[src/rtl/serial_alu_pkg.sv]
// Shared types for the bit-serial ALU: operation codes, controller states and
// the carry-in rule used when a command is accepted.
package serial_alu_pkg;

    typedef enum logic [2:0] {
        OP_ADD  = 3'b000,
        OP_INC  = 3'b001,
        OP_SUB  = 3'b010,
        OP_DEC  = 3'b011,
        OP_XOR  = 3'b100,
        OP_AND  = 3'b101,
        OP_OR   = 3'b110,
        OP_ZERO = 3'b111
    } op_e;

    typedef enum logic [1:0] {
        ST_IDLE,
        ST_RUN,
        ST_DONE
    } state_e;

    // Increment and subtract seed the serial carry with 1 (A+0+1, A+~B+1).
    function automatic logic op_carry_seed(input op_e op);
        return (op == OP_INC) || (op == OP_SUB);
    endfunction

endpackage

[src/rtl/serial_alu_if.sv]
// Command/result handshake bundle between a requester and the serial ALU.
interface serial_alu_if #(
    parameter int WIDTH = 4
);
    logic             in_valid;
    logic             in_ready;
    logic [2:0]       in_op;
    logic [WIDTH-1:0] in_a;
    logic [WIDTH-1:0] in_b;
    logic             out_valid;
    logic             out_ready;
    logic [WIDTH-1:0] out_y;
    logic             out_c;

    modport master (
        output in_valid, in_op, in_a, in_b, out_ready,
        input  in_ready, out_valid, out_y, out_c
    );

    modport slave (
        input  in_valid, in_op, in_a, in_b, out_ready,
        output in_ready, out_valid, out_y, out_c
    );
endinterface

[src/rtl/serial_alu_slice.sv]
// One-bit ALU slice: selects the effective B bit for the op and produces the
// result bit and carry-out. Logic ops ignore carry-in and report carry 0.
module alu_serial_slice
    import serial_alu_pkg::*;
(
    input  logic a,
    input  logic b,
    input  logic cin,
    input  op_e  op,
    output logic y,
    output logic cout
);

    logic w_bop;

    always_comb begin
        w_bop = 1'b0;
        y     = 1'b0;
        cout  = 1'b0;
        unique case (op)
            OP_ADD, OP_INC, OP_SUB, OP_DEC: begin
                // Every arithmetic op reduces to A + w_bop + carry.
                unique case (op)
                    OP_ADD:  w_bop = b;
                    OP_SUB:  w_bop = ~b;
                    OP_DEC:  w_bop = 1'b1;
                    default: w_bop = 1'b0;
                endcase
                y    = a ^ w_bop ^ cin;
                cout = (a & w_bop) | (a & cin) | (w_bop & cin);
            end
            OP_XOR:  y = a ^ b;
            OP_AND:  y = a & b;
            OP_OR:   y = a | b;
            default: y = 1'b0;
        endcase
    end

endmodule

[src/rtl/serial_alu.sv]
// Bit-serial ALU: captures a command, produces one result bit per cycle LSB
// first through a single slice, then holds the result until it is consumed.
module serial_alu
    import serial_alu_pkg::*;
#(
    parameter int WIDTH = 4
) (
    input  logic           clk,
    input  logic           rst_n,
    serial_alu_if.slave    bus
);

    localparam int CW = $clog2(WIDTH);
    localparam logic [CW-1:0] LAST_BIT = CW'(WIDTH - 1);

    state_e           r_state;
    state_e           w_next;
    op_e              r_op;
    logic [WIDTH-1:0] r_a;
    logic [WIDTH-1:0] r_b;
    logic [WIDTH-1:0] r_y;
    logic             r_c;
    logic             r_carry;
    logic [CW-1:0]    r_cnt;
    logic             w_in_ready;
    logic             w_out_valid;
    logic             w_y;
    logic             w_cout;

    alu_serial_slice u_slice (
        .a    (r_a[r_cnt]),
        .b    (r_b[r_cnt]),
        .cin  (r_carry),
        .op   (r_op),
        .y    (w_y),
        .cout (w_cout)
    );

    always_ff @(posedge clk) begin
        if (!rst_n) begin
            r_state <= ST_IDLE;
        end else begin
            r_state <= w_next;
        end
    end

    always_comb begin
        w_next      = r_state;
        w_in_ready  = 1'b0;
        w_out_valid = 1'b0;
        unique case (r_state)
            ST_IDLE: begin
                w_in_ready = 1'b1;
                if (bus.in_valid) w_next = ST_RUN;
            end
            ST_RUN: begin
                if (r_cnt == LAST_BIT) w_next = ST_DONE;
            end
            ST_DONE: begin
                w_out_valid = 1'b1;
                if (bus.out_ready) w_next = ST_IDLE;
            end
            default: w_next = ST_IDLE;
        endcase
    end

    // Operand registers need no reset: they are always loaded before use.
    always_ff @(posedge clk) begin
        if (!rst_n) begin
            r_cnt   <= '0;
            r_carry <= 1'b0;
            r_y     <= '0;
            r_c     <= 1'b0;
        end else begin
            unique case (r_state)
                ST_IDLE: begin
                    if (bus.in_valid) begin
                        r_op    <= op_e'(bus.in_op);
                        r_a     <= bus.in_a;
                        r_b     <= bus.in_b;
                        r_cnt   <= '0;
                        r_carry <= op_carry_seed(op_e'(bus.in_op));
                    end
                end
                ST_RUN: begin
                    r_y[r_cnt] <= w_y;
                    r_c        <= w_cout;
                    r_carry    <= w_cout;
                    r_cnt      <= r_cnt + 1'b1;
                end
                default: ;
            endcase
        end
    end

    assign bus.in_ready  = w_in_ready;
    assign bus.out_valid = w_out_valid;
    assign bus.out_y     = r_y;
    assign bus.out_c     = r_c;

endmodule

[src/flat_wrapper.sv]
// flat-port wrapper written by rule: the top's interface ports become plain ports
module serial_alu_flat import serial_alu_pkg::*;
#(
    parameter int WIDTH = 4
)
  (clk, rst_n, bus_in_valid, bus_in_op, bus_in_a, bus_in_b, bus_out_ready, bus_in_ready, bus_out_valid, bus_out_y, bus_out_c);
  serial_alu_if #(.WIDTH(WIDTH)) bus_i ();
  input  logic clk;
  input  logic rst_n;
  input wire logic [$bits(bus_i.in_valid)-1:0] bus_in_valid;
  input wire logic [$bits(bus_i.in_op)-1:0] bus_in_op;
  input wire logic [$bits(bus_i.in_a)-1:0] bus_in_a;
  input wire logic [$bits(bus_i.in_b)-1:0] bus_in_b;
  input wire logic [$bits(bus_i.out_ready)-1:0] bus_out_ready;
  output wire logic [$bits(bus_i.in_ready)-1:0] bus_in_ready;
  output wire logic [$bits(bus_i.out_valid)-1:0] bus_out_valid;
  output wire logic [$bits(bus_i.out_y)-1:0] bus_out_y;
  output wire logic [$bits(bus_i.out_c)-1:0] bus_out_c;
  assign bus_i.in_valid = bus_in_valid;
  assign bus_i.in_op = bus_in_op;
  assign bus_i.in_a = bus_in_a;
  assign bus_i.in_b = bus_in_b;
  assign bus_i.out_ready = bus_out_ready;
  assign bus_in_ready = bus_i.in_ready;
  assign bus_out_valid = bus_i.out_valid;
  assign bus_out_y = bus_i.out_y;
  assign bus_out_c = bus_i.out_c;
  serial_alu #(.WIDTH(WIDTH)) u_core (.clk(clk), .rst_n(rst_n), .bus(bus_i));
endmodule
[config.mk]
export PLATFORM = sky130hd
export DESIGN_NAME = serial_alu_flat
export DESIGN_NICKNAME = d
export VERILOG_FILES = /design/src/rtl/serial_alu_pkg.sv /design/src/rtl/serial_alu_if.sv /design/src/rtl/serial_alu_slice.sv /design/src/rtl/serial_alu.sv /design/src/flat_wrapper.sv
export SDC_FILE = /design/constraint.sdc
export NUM_CORES = 1
export LEC_CHECK = 0
export CAP_MARGIN = 20
export CORE_ASPECT_RATIO = 0.8
export CORE_MARGIN = 4
export CORE_UTILIZATION = 52
export DETAILED_ROUTE_END_ITERATION = 10
export PLACE_DENSITY = 0.85
export SETUP_SLACK_MARGIN = 0.02
export SYNTH_ARGS = -nofsm -noshare
export SYNTH_HDL_FRONTEND = slang
export SYNTH_SLANG_ARGS = --single-unit
[constraint.sdc]
create_clock -name clk -period 6.92 [get_ports clk]
set_clock_uncertainty 0.2 [all_clocks]
set_input_delay 1.038 -clock clk [delete_from_list [all_inputs] [get_ports clk]]
set_output_delay 1.038 -clock clk [all_outputs]
set_load 0.1 [all_outputs]
==> impl_metrics.toml, run 1 <==
[global_routing]
grtUsageTotal_pct = 17.4
antenna_found_initial = 0
grt_pass1_vias = 713
grt-ovfl-total = 0
grt_max_degree = 12
grt_pass1_wl_um = 3350

[yosys]
syn-instance-count = 82
ys_async_sr_fraction_pct = 0
ys.flop_type = "edfxtp_1"
synth.avg_cell_area_um2 = 11.9
synthesis.area_um2 = 977
ys_types = 26
synth_warnings = 0
synth_fp_nets = 104
synth_edf_count = 11
seq_area_frac_synth_pct = 54.3
ys_ff_latch = 21

[power_and_ir_drop]
power.switching_mw = 0.0676
p_clk_share_pct = 24.4
power.leakage_nw = 0.477
combinationalPowerShare_pct = 18.2
irDropWorstVdd_mv = 0.152
powerDensity_nw_per_um2 = 198
switching_share_pct = 27.5
internal_power_mw = 0.178
pwr-share-seq_pct = 57.5

[outcome]
status = "completed"

[clocking]
clkTransAtPathRegs_ps = 120
cts_tree = "built"
root_buffer = "clkbuf_4"
cts.repair.resized = 0
holdBufCountCts = 0
insertion_delay_ps = 310
post-cts-setup-buffer-count = 0
clock-sinks = 21
cts_buffer_depth = 2
h-tree-depth = 1
cts_made_buffers = 3

[min_path]
min-delay-start = "u_core.bus.out_c"
hold_path_class = "flop to flop"
min_path_cells = 2

[floorplanning]
ios = 22
core-area_um2 = 1710
die_h_um = 46.8
core.rowCount = 13
die_area_um2 = 2640
initial_utilization_pct = 57.2
die_x_um = 56.5

[cells_and_area]
final_nets = 129
design_area_um2 = 1240
areaGrowthSynthToFinish_pct = 26.6
num_antenna_cells = 0
finish.utilization_pct = 72.5
drive_gt1_share_pct = 3.77

[critical_path]
critPathArrivalTime_ps = 2120
worstPathMaxFanout = 9
crit_slowest_cell = "clkdlybuf4s50_1"
startpoint_type = "flop"
cp.required_ps = 5680
crit_buf_inv = 1
crit_chain = "nor2b_1 -> clkdlybuf4s50_1"
slowest_delay_ps = 1160
rr_worst_depth = 7
path_class = "flop to output pin"
cp.depth = 2
startpoint = "u_core.r_state[1]"
r2r-start = "u_core.r_cnt[0]"
critPathCaptureType = "output pin"
path_delay_family = "buffers and inverters"

[sta]
finalHoldViolCount = 0
worst_pin_slew_ps = 973
fin_setup_tns_ps = 0
period_needed_ps = 3360
setup_ws_ps = 3560
holdWs_ps = 321
relSlewSlack_pct = 34.9
min_period_over_period_pct = 48.6
rsz0062_at_grt = "no"
setup_viol = 0
finalMaxSlewViolations = 0
fmax_ghz = 0.298

[placed_design]
dpl_worst_slack_ps = 3860
hpwlAfterDp_um = 1570
post_dp_cell_area_um2 = 1210
place_congestion = 0.769
port-buffer-count = 21

[detailed_routing]
dr.max_layer_used = "met4"
drc = 0
drtPass1Iterations = 4
routedWlPerCell_um = 15.6
wl_met2_um = 941
wl_met3_um = 130
drtIter0Drc = 30
wl_met1_um = 895
vias_per_cell = 5.48
via_count = 701
postRouteAntennaNets = 0
drt_wl_total_um = 1990

[flow_run]
cap_violations = 0
## power groups by stage
stage,logic (mW),clock network [mW],registers [mW]
after CTS,0.0445,0.0603,0.141
after global routing,0.0487,0.0676,0.142
after detailed placement,0.0444,0,0.144
after floorplan,0.0217,0,0.149
after global placement,0.0427,0,0.143
final,0.0446,0.0598,0.141
## per-layer routing
| layer | GRT usage, % | vias to the layer above |
|---|---|---|
| li1 | - | 343 |
| met1 | 21.5 | 331 |
| met2 | 29.0 | 25 |
| met3 | 4.40 | 2 |
| met5 | 0 | - |
| met4 | 9.48 | 0 |
## kinds of logic (layout without fill, tap and decap cells)
family	Yosys count	in the layout	synth area share (%)
AND/OR/NAND/NOR	22	22	13.3
flip-flops	21	21	54.3
AO/OA/AOI/OAI	19	19	12.3
adder cells (fa/ha/maj)	7	7	9.73
XOR/XNOR	1	1	0.896
buffers and inverters	9	33	3.46
multiplexers	3	3	6.02
## synth_stat cells, types with 2 or more instances
library cell / count / area, um2
a21oi_1: 4 / 20.0
a31oi_1: 4 / 25.0
and3b_1: 4 / 35.0
dfxtp_1: 10 / 200
edfxtp_1: 11 / 330
ha_1: 6 / 75.1
inv_1: 8 / 30.0
nand2_1: 2 / 7.51
nand2b_1: 3 / 18.8
nor2_1: 5 / 18.8
nor2b_1: 6 / 37.5
o21ai_0: 4 / 20.0
o21bai_1: 2 / 15.0
## path summary, 6_finish.rpt
kind,end,slack (ps)
hold / removal,u_core.bus.out_c,320
setup reg to reg,u_core.bus.out_y[3],4160
hold reg to reg,u_core.bus.out_c,320
setup / recovery,bus_out_valid,3560
## stage by stage
| step | total power, mW | std cells |
|---|---|---|
| floorplan | 0.171 | 82 |
| global placement | 0.186 | 124 |
| detailed placement | 0.188 | 124 |
| CTS | 0.246 | 128 |
| global route | 0.258 | 128 |
| finish | 0.246 | 128 |
## cells in the final DEF, fill, tap and decap left out, drive strengths merged
| master | n |
|---|---|
| a21oi | 4 |
| a221oi | 1 |
| a22oi | 1 |
| a31oi | 4 |
| a41oi | 1 |
| and3 | 1 |
| and3b | 4 |
| clkbuf | 4 |
| clkdlybuf4s50 | 21 |
| dfxtp | 10 |
| edfxtp | 11 |
| fa | 1 |
| ha | 6 |
| inv | 8 |
| mux2i | 1 |
| mux4 | 2 |
| nand2 | 2 |
| nand2b | 3 |
| nor2 | 5 |
| nor2b | 6 |
| o211ai | 1 |
| o21a | 1 |
| o21ai | 4 |
| o21bai | 2 |
| or3 | 1 |
| xnor2 | 1 |
## worst min-delay path, stage by stage, from the launching register on
cell     delay, ps
dfxtp_1        350
mux2i_1         60
nor2_1          80
## flip-flops by register name (all words and copies together) (netlist names)
register	flops
u_core.bus.out_y	4
u_core.r_a	4
u_core.r_b	4
u_core.r_op	3
u_core.r_cnt	2
u_core.r_state	2
u_core.bus.out_c	1
u_core.r_carry	1
## area by class of cell
type | instances | area (um2)
sequential | 21 | 531
fill | 130 | 470
inverter | 8 | 30.0
tap | 22 | 27.5
multi-input combinational | 52 | 413
clock buffer | 4 | 26.3
timing repair buffer | 21 | 210
Note: power is estimated with default switching activity, not from simulation.
==> inputs of run 2 (changes only) <==
--- a/config.mk
+++ b/config.mk
@@ -8,9 +8,9 @@
 export CAP_MARGIN = 20
 export CORE_ASPECT_RATIO = 0.8
 export CORE_MARGIN = 4
-export CORE_UTILIZATION = 52
+export CORE_UTILIZATION = 43
 export DETAILED_ROUTE_END_ITERATION = 10
-export PLACE_DENSITY = 0.85
+export PLACE_DENSITY = 0.76
 export SETUP_SLACK_MARGIN = 0.02
 export SYNTH_ARGS = -nofsm -noshare
 export SYNTH_HDL_FRONTEND = slang
==> constraint.sdc (replaced) <==
create_clock -name clk -period 2.95 [get_ports clk]
set_clock_uncertainty 0.2 [all_clocks]
set_input_delay 0.4425 -clock clk [delete_from_list [all_inputs] [get_ports clk]]
set_output_delay 0.4425 -clock clk [all_outputs]
set_load 0.1 [all_outputs]
==> run 2 against run 1 <==
Effect of this change: via count fell by 4.0%; die area up 18%; power up 130%; first-iteration DRC count decreased by 20%; sequential cell count is the same; design area fell by 0.20%; sequential share of layout area is 0.087 points higher; worst setup slack got worse by 3300 ps; critical path depth increased by 5; sequential power increased by 130%; global-route usage down 4.7 points.
==> impl_metrics.toml, run 2 (synthesized netlist as in run 1, its figures left out) <==
[outcome]
status = "completed"

[placed_design]
place_congestion = 0.819
dp_cells = 128
hpwlAfterDp_um = 1330
port-buffer-count = 21

[clocking]
cts_made_buffers = 3
h-tree-depth = 1
cts.repair.resized = 0
holdBufCountCts = 0
cts_tree = "built"
clock-sinks = 21
cts_buffer_depth = 2
root_buffer = "clkbuf_4"
clkTransAtPathRegs_ps = 120
insertion_delay_ps = 300
post-cts-setup-buffer-count = 0

[sta]
finalMaxSlewViolations = 0
period_needed_ps = 2640
rsz0062_at_grt = "no"
fin_setup_tns_ps = 0
setup_viol = 0
finalHoldViolCount = 0
fmax_ghz = 0.379
min_period_over_period_pct = 89.5
worst_pin_slew_ps = 393
relSlewSlack_pct = 73.8

[critical_path]
startpoint_type = "flop"
path_class = "flop to flop"
critPathArrivalTime_ps = 2630
cp.required_ps = 2940
path_delay_family = "compound AO/OA/AOI/OAI gates"
crit_buf_inv = 0
crit_chain = "mux4_2 -> a21oi_1 -> o21bai_1 -> fa_1 -> nor2_1 -> a41oi_1 -> a31oi_1"
crit_slowest_cell = "mux4_2"
reg2reg_slack_ps = 310
slowest_delay_ps = 570
critPathCaptureType = "flop"
worstPathMaxFanout = 6

[cells_and_area]
final_nets = 130
areaGrowthSynthToFinish_pct = 26.4
layout_commonest_cell = "clkdlybuf4s50_1"
layout.cells.non_filler = 132
layout_common_cells = "clkdlybuf4s50_1 (14), edfxtp_1 (11), dfxtp_1 (10)"
drive_gt1_share_pct = 12.1
num_antenna_cells = 0

[detailed_routing]
drt_wl_total_um = 1690
drtPass1Iterations = 4
drc = 0
vias_per_cell = 5.10
via_count = 673
routedWlPerCell_um = 12.8
drtIter0Drc = 24
postRouteAntennaNets = 0

[global_routing]
grt_pass1_wl_um = 2950
grt-ovfl-total = 0
grt_pass1_vias = 696
antenna_found_initial = 0
grt_max_degree = 14
grtUsageTotal_pct = 12.8

[floorplanning]
ios = 22
initial_utilization_pct = 45.3
die_h_um = 50.6
die_area_um2 = 3100
core.rowCount = 15
die_x_um = 61.3
core-area_um2 = 2160

[power_and_ir_drop]
power.leakage_nw = 0.494
irDropWorstVdd_mv = 0.377
powerDensity_nw_per_um2 = 463

[min_path]
hold_path_class = "flop to flop"

[flow_run]
cap_violations = 0
==> run 2: cell types whose count changed in the layout (fill, tap and decap cells not counted) <==
cell             previous run  this run
buf_4                       0         8
clkdlybuf4s50_1            21        14
clkbuf_1                    1         0
clkinvlp_4                  0         1
==> run 2: path summary, 6_finish.rpt <==
check | to | depth (start not counted) | start
worst max register to register | u_core.bus.out_y[0] | 7 | u_core.r_cnt[0]
worst min-delay path | u_core.bus.out_c | 2 | u_core.bus.out_c
worst min register to register | u_core.bus.out_c | 2 | u_core.bus.out_c
worst max-delay path | u_core.bus.out_y[0] | 7 | u_core.r_cnt[0]
==> run 2: layout make-up <==
type / count / area [um2]
well taps: 25 / 31.3
clock inverters: 1 / 7.51
inverters: 8 / 30.0
repair buffers: 22 / 200
multi-input cells: 52 / 413
flip-flops and latches: 21 / 531
fillers: 191 / 923
clock buffers: 3 / 22.5
==> run 2: report_power, final <==
group,internal [mW],switching (mW)
Clock,0.0517,0.0883
Combinational,0.0429,0.0589
Sequential,0.321,0.00919
==> run 2: worst min-delay path, cell delays in order, from the launching register on <==
cell,delay (ps)
dfxtp_1,350
mux2i_1,70
nor2_1,70
==> run 2: metrics by stage <==
stage / setup WS [ps] / hold WS [ps] / util [%] / cell area, um2 / total power, mW
floorplan: 450 / 280 / - / 977 / 0.401
global placement: 366 / 285 / 55.8 / 1200 / 0.436
detailed placement: 292 / 295 / 55.8 / 1200 / 0.439
CTS: 272 / 327 / 57.2 / 1230 / 0.580
global route: 95.1 / 345 / 57.2 / 1230 / 0.603
finish: 309 / 316 / 57.2 / 1230 / 0.572
==> run 2: metal layers <==
layer / up-vias / global-route usage, % / wire [um]
met1: 313 / 14.3 / 732
li1: 342 / - / -
met2: 16 / 22.0 / 852
met4: 0 / 2.17 / 11
met5: - / 0 / 0
met3: 2 / 5.91 / 95
==> inputs of run 3 (changes only) <==
--- a/config.mk
+++ b/config.mk
@@ -14,4 +14,5 @@
 export SETUP_SLACK_MARGIN = 0.02
 export SYNTH_ARGS = -nofsm -noshare
 export SYNTH_HDL_FRONTEND = slang
+export SYNTH_HIERARCHICAL = 1
 export SYNTH_SLANG_ARGS = --single-unit
==> run 3 against run 2 <==
Effect of this change: worst setup slack improved by 140 ps; fmax rose by 5.6%; register-to-register slack gained 140 ps; critical endpoint is now u_core/bus.out_y[3]; largest cell class unchanged.
==> impl_metrics.toml, run 3 <==
[outcome]
status = "completed"

[critical_path]
crit_buf_inv = 1
path_delay_family = "multiplexers"
startpoint_type = "flop"
critPathArrivalTime_ps = 2540
r2r-start = "u_core/r_cnt[0]"
crit_chain = "mux4_2 -> inv_2 -> or3_1 -> a21oi_1 -> fa_1 -> o22a_1 -> nand3_1 -> a21oi_1"
startpoint = "u_core/r_cnt[0]"
worstPathMaxFanout = 5
cp_common_cell = "a21oi_1"
reg2reg_slack_ps = 450
slowest_delay_ps = 560
path_class = "flop to flop"
cp.required_ps = 2990
critPathCaptureType = "flop"
crit_slowest_cell = "mux4_2"

[yosys]
syn-instance-count = 80
synth_edf_count = 11
ys_ff_latch = 21
synth_warnings = 6
yosys-top-cells-count = "edfxtp_1 (11), dfxtp_1 (10), a21oi_1 (8), ha_1 (6), nor2_1 (5)"
synth_top_area_share_pct = 33.8
synthesis.area_um2 = 977
ys_top_cells_by_area = "edfxtp_1 (34%), dfxtp_1 (20%), ha_1 (7.7%), mux4_2 (4.6%), a21oi_1 (4.1%)"
yosys.area.top_type = "edfxtp_1"
synth_fp_nets = 102
ys_types = 29
ys_async_sr_fraction_pct = 0
synth_most_common_cell = "edfxtp_1"
ys.flop_type = "edfxtp_1"
seq_area_frac_synth_pct = 54.3
synth.avg_cell_area_um2 = 12.2

[cells_and_area]
drive_gt1_share_pct = 15.2
areaGrowthSynthToFinish_pct = 25.6
layout_common_cells = "clkdlybuf4s50_1 (14), edfxtp_1 (11), dfxtp_1 (10)"
finish.utilization_pct = 56.9
num_antenna_cells = 0
final_nets = 128
layout_commonest_cell = "clkdlybuf4s50_1"

[sta]
fin_setup_tns_ps = 0
rsz0062_at_grt = "no"
relSlewSlack_pct = 46.8
holdWs_ps = 277
setup_viol = 0
period_needed_ps = 2500
fmax_ghz = 0.400
min_period_over_period_pct = 84.8
worst_pin_slew_ps = 797
finalMaxSlewViolations = 0
finalHoldViolCount = 0

[detailed_routing]
via_count = 700
drtIter0Drc = 8
drt_wl_total_um = 1880
postRouteAntennaNets = 0
routedWlPerCell_um = 14.5
vias_per_cell = 5.38
drtPass1Iterations = 4
drc = 0

[min_path]
hold_path_class = "flop to flop"
min-delay-start = "u_core/bus.out_y[3]"

[floorplanning]
die_x_um = 61.3
core-area_um2 = 2160
die_area_um2 = 3100
initial_utilization_pct = 45.3
core.rowCount = 15
ios = 22
die_h_um = 50.6

[power_and_ir_drop]
power.switching_mw = 0.148
powerDensity_nw_per_um2 = 459
p_clk_share_pct = 24.2
internal_power_mw = 0.416
combinationalPowerShare_pct = 17.4
total_power_mw = 0.564
pwr-share-seq_pct = 58.3
irDropWorstVdd_mv = 0.269
switching_share_pct = 26.3
power.leakage_nw = 0.466

[clocking]
cts_made_buffers = 3
h-tree-depth = 1
root_buffer = "clkbuf_4"
cts.repair.resized = 0
holdBufCountCts = 0
cts_buffer_depth = 2
post-cts-setup-buffer-count = 0
clock-sinks = 21
clkTransAtPathRegs_ps = 120
cts_tree = "built"
insertion_delay_ps = 300

[flow_run]
cap_violations = 0

[global_routing]
grt-ovfl-total = 0
grt_pass1_wl_um = 3130
grt_pass1_vias = 724
antenna_found_initial = 0
grtUsageTotal_pct = 13.8
grt_max_degree = 12

[placed_design]
port-buffer-count = 21
hpwlAfterDp_um = 1510
place_congestion = 0.816
==> run 3: cell count changes in the layout (fill, tap and decap cells not counted), sizes merged, moves of 2 or more <==
cell and delta:
a21oi +4, nand3 +4, nand3b +2, a21bo +3
o21ai -2, inv -4, and3b -4, nor2b -3
a31oi -4, nand2b +2
==> run 3: cell type report <==
cell class                 count  area [um2]
tap                           25        31.3
sequential                    21         531
clock buffer                   4        26.3
fill                         188         931
multi-input combinational     53         420
inverter                       5        18.8
timing repair buffer          22         200
==> run 3: kinds of logic after synthesis <==
kind of cell	Yosys count	share of synthesized area, %
AOI/OAI and AO/OA	17	11.4
xor gates and xnor gates	1	0.896
adders and majority gates	7	9.73
buffers and inverters	6	2.69
DFF	21	54.3
muxes	4	6.66
and+or+nand+nor	24	14.3
==> run 3: through the flow <==
stage / setup slack, ps / area (um2) / cells
6_report: 449 / 1230 / 130
5_1_grt: 280 / 1230 / 130
4_1_cts: 430 / 1230 / 130
3_5_place_dp: 439 / 1200 / 126
3_3_place_gp: 523 / 1200 / 126
2_1_floorplan: 548 / 977 / 80
==> run 3: power groups by stage <==
stage	registers, mW	logic [mW]	clock network (mW)
2_1_floorplan	0.345	0.0518	0
3_3_place_gp	0.334	0.0957	0
3_5_place_dp	0.336	0.0985	0
4_1_cts	0.329	0.0991	0.139
5_1_grt	0.331	0.106	0.153
6_report	0.329	0.0983	0.137
==> run 3: final timing paths <==
check,depth (start not counted),to
setup / recovery,8,u_core/bus.out_y[3]
hold / removal,2,u_core/bus.out_y[3]
setup reg to reg,8,u_core/bus.out_y[3]
hold reg to reg,2,u_core/bus.out_y[3]
==> run 3: layer usage <==
metal | wire length (um) | share of wire, % | up-vias | global-route usage [%]
met5 | 0 | 0 | - | 0
met3 | 62 | 3.3 | 4 | 2.57
met1 | 769 | 41 | 349 | 16.5
met2 | 1020 | 54 | 11 | 23.8
li1 | - | - | 336 | -
met4 | 31 | 1.6 | 0 | 5.42
==> run 3: worst register-to-register path: cells and delay by family, from the launching register on <==
family                     cells  cell delay [ps]
buffers and inverters          1               80
adders and majority gates      1              490
DFF                            1              470
muxes                          1              560
AOI/OAI and AO/OA              3              440
and+or+nand+nor                2              210
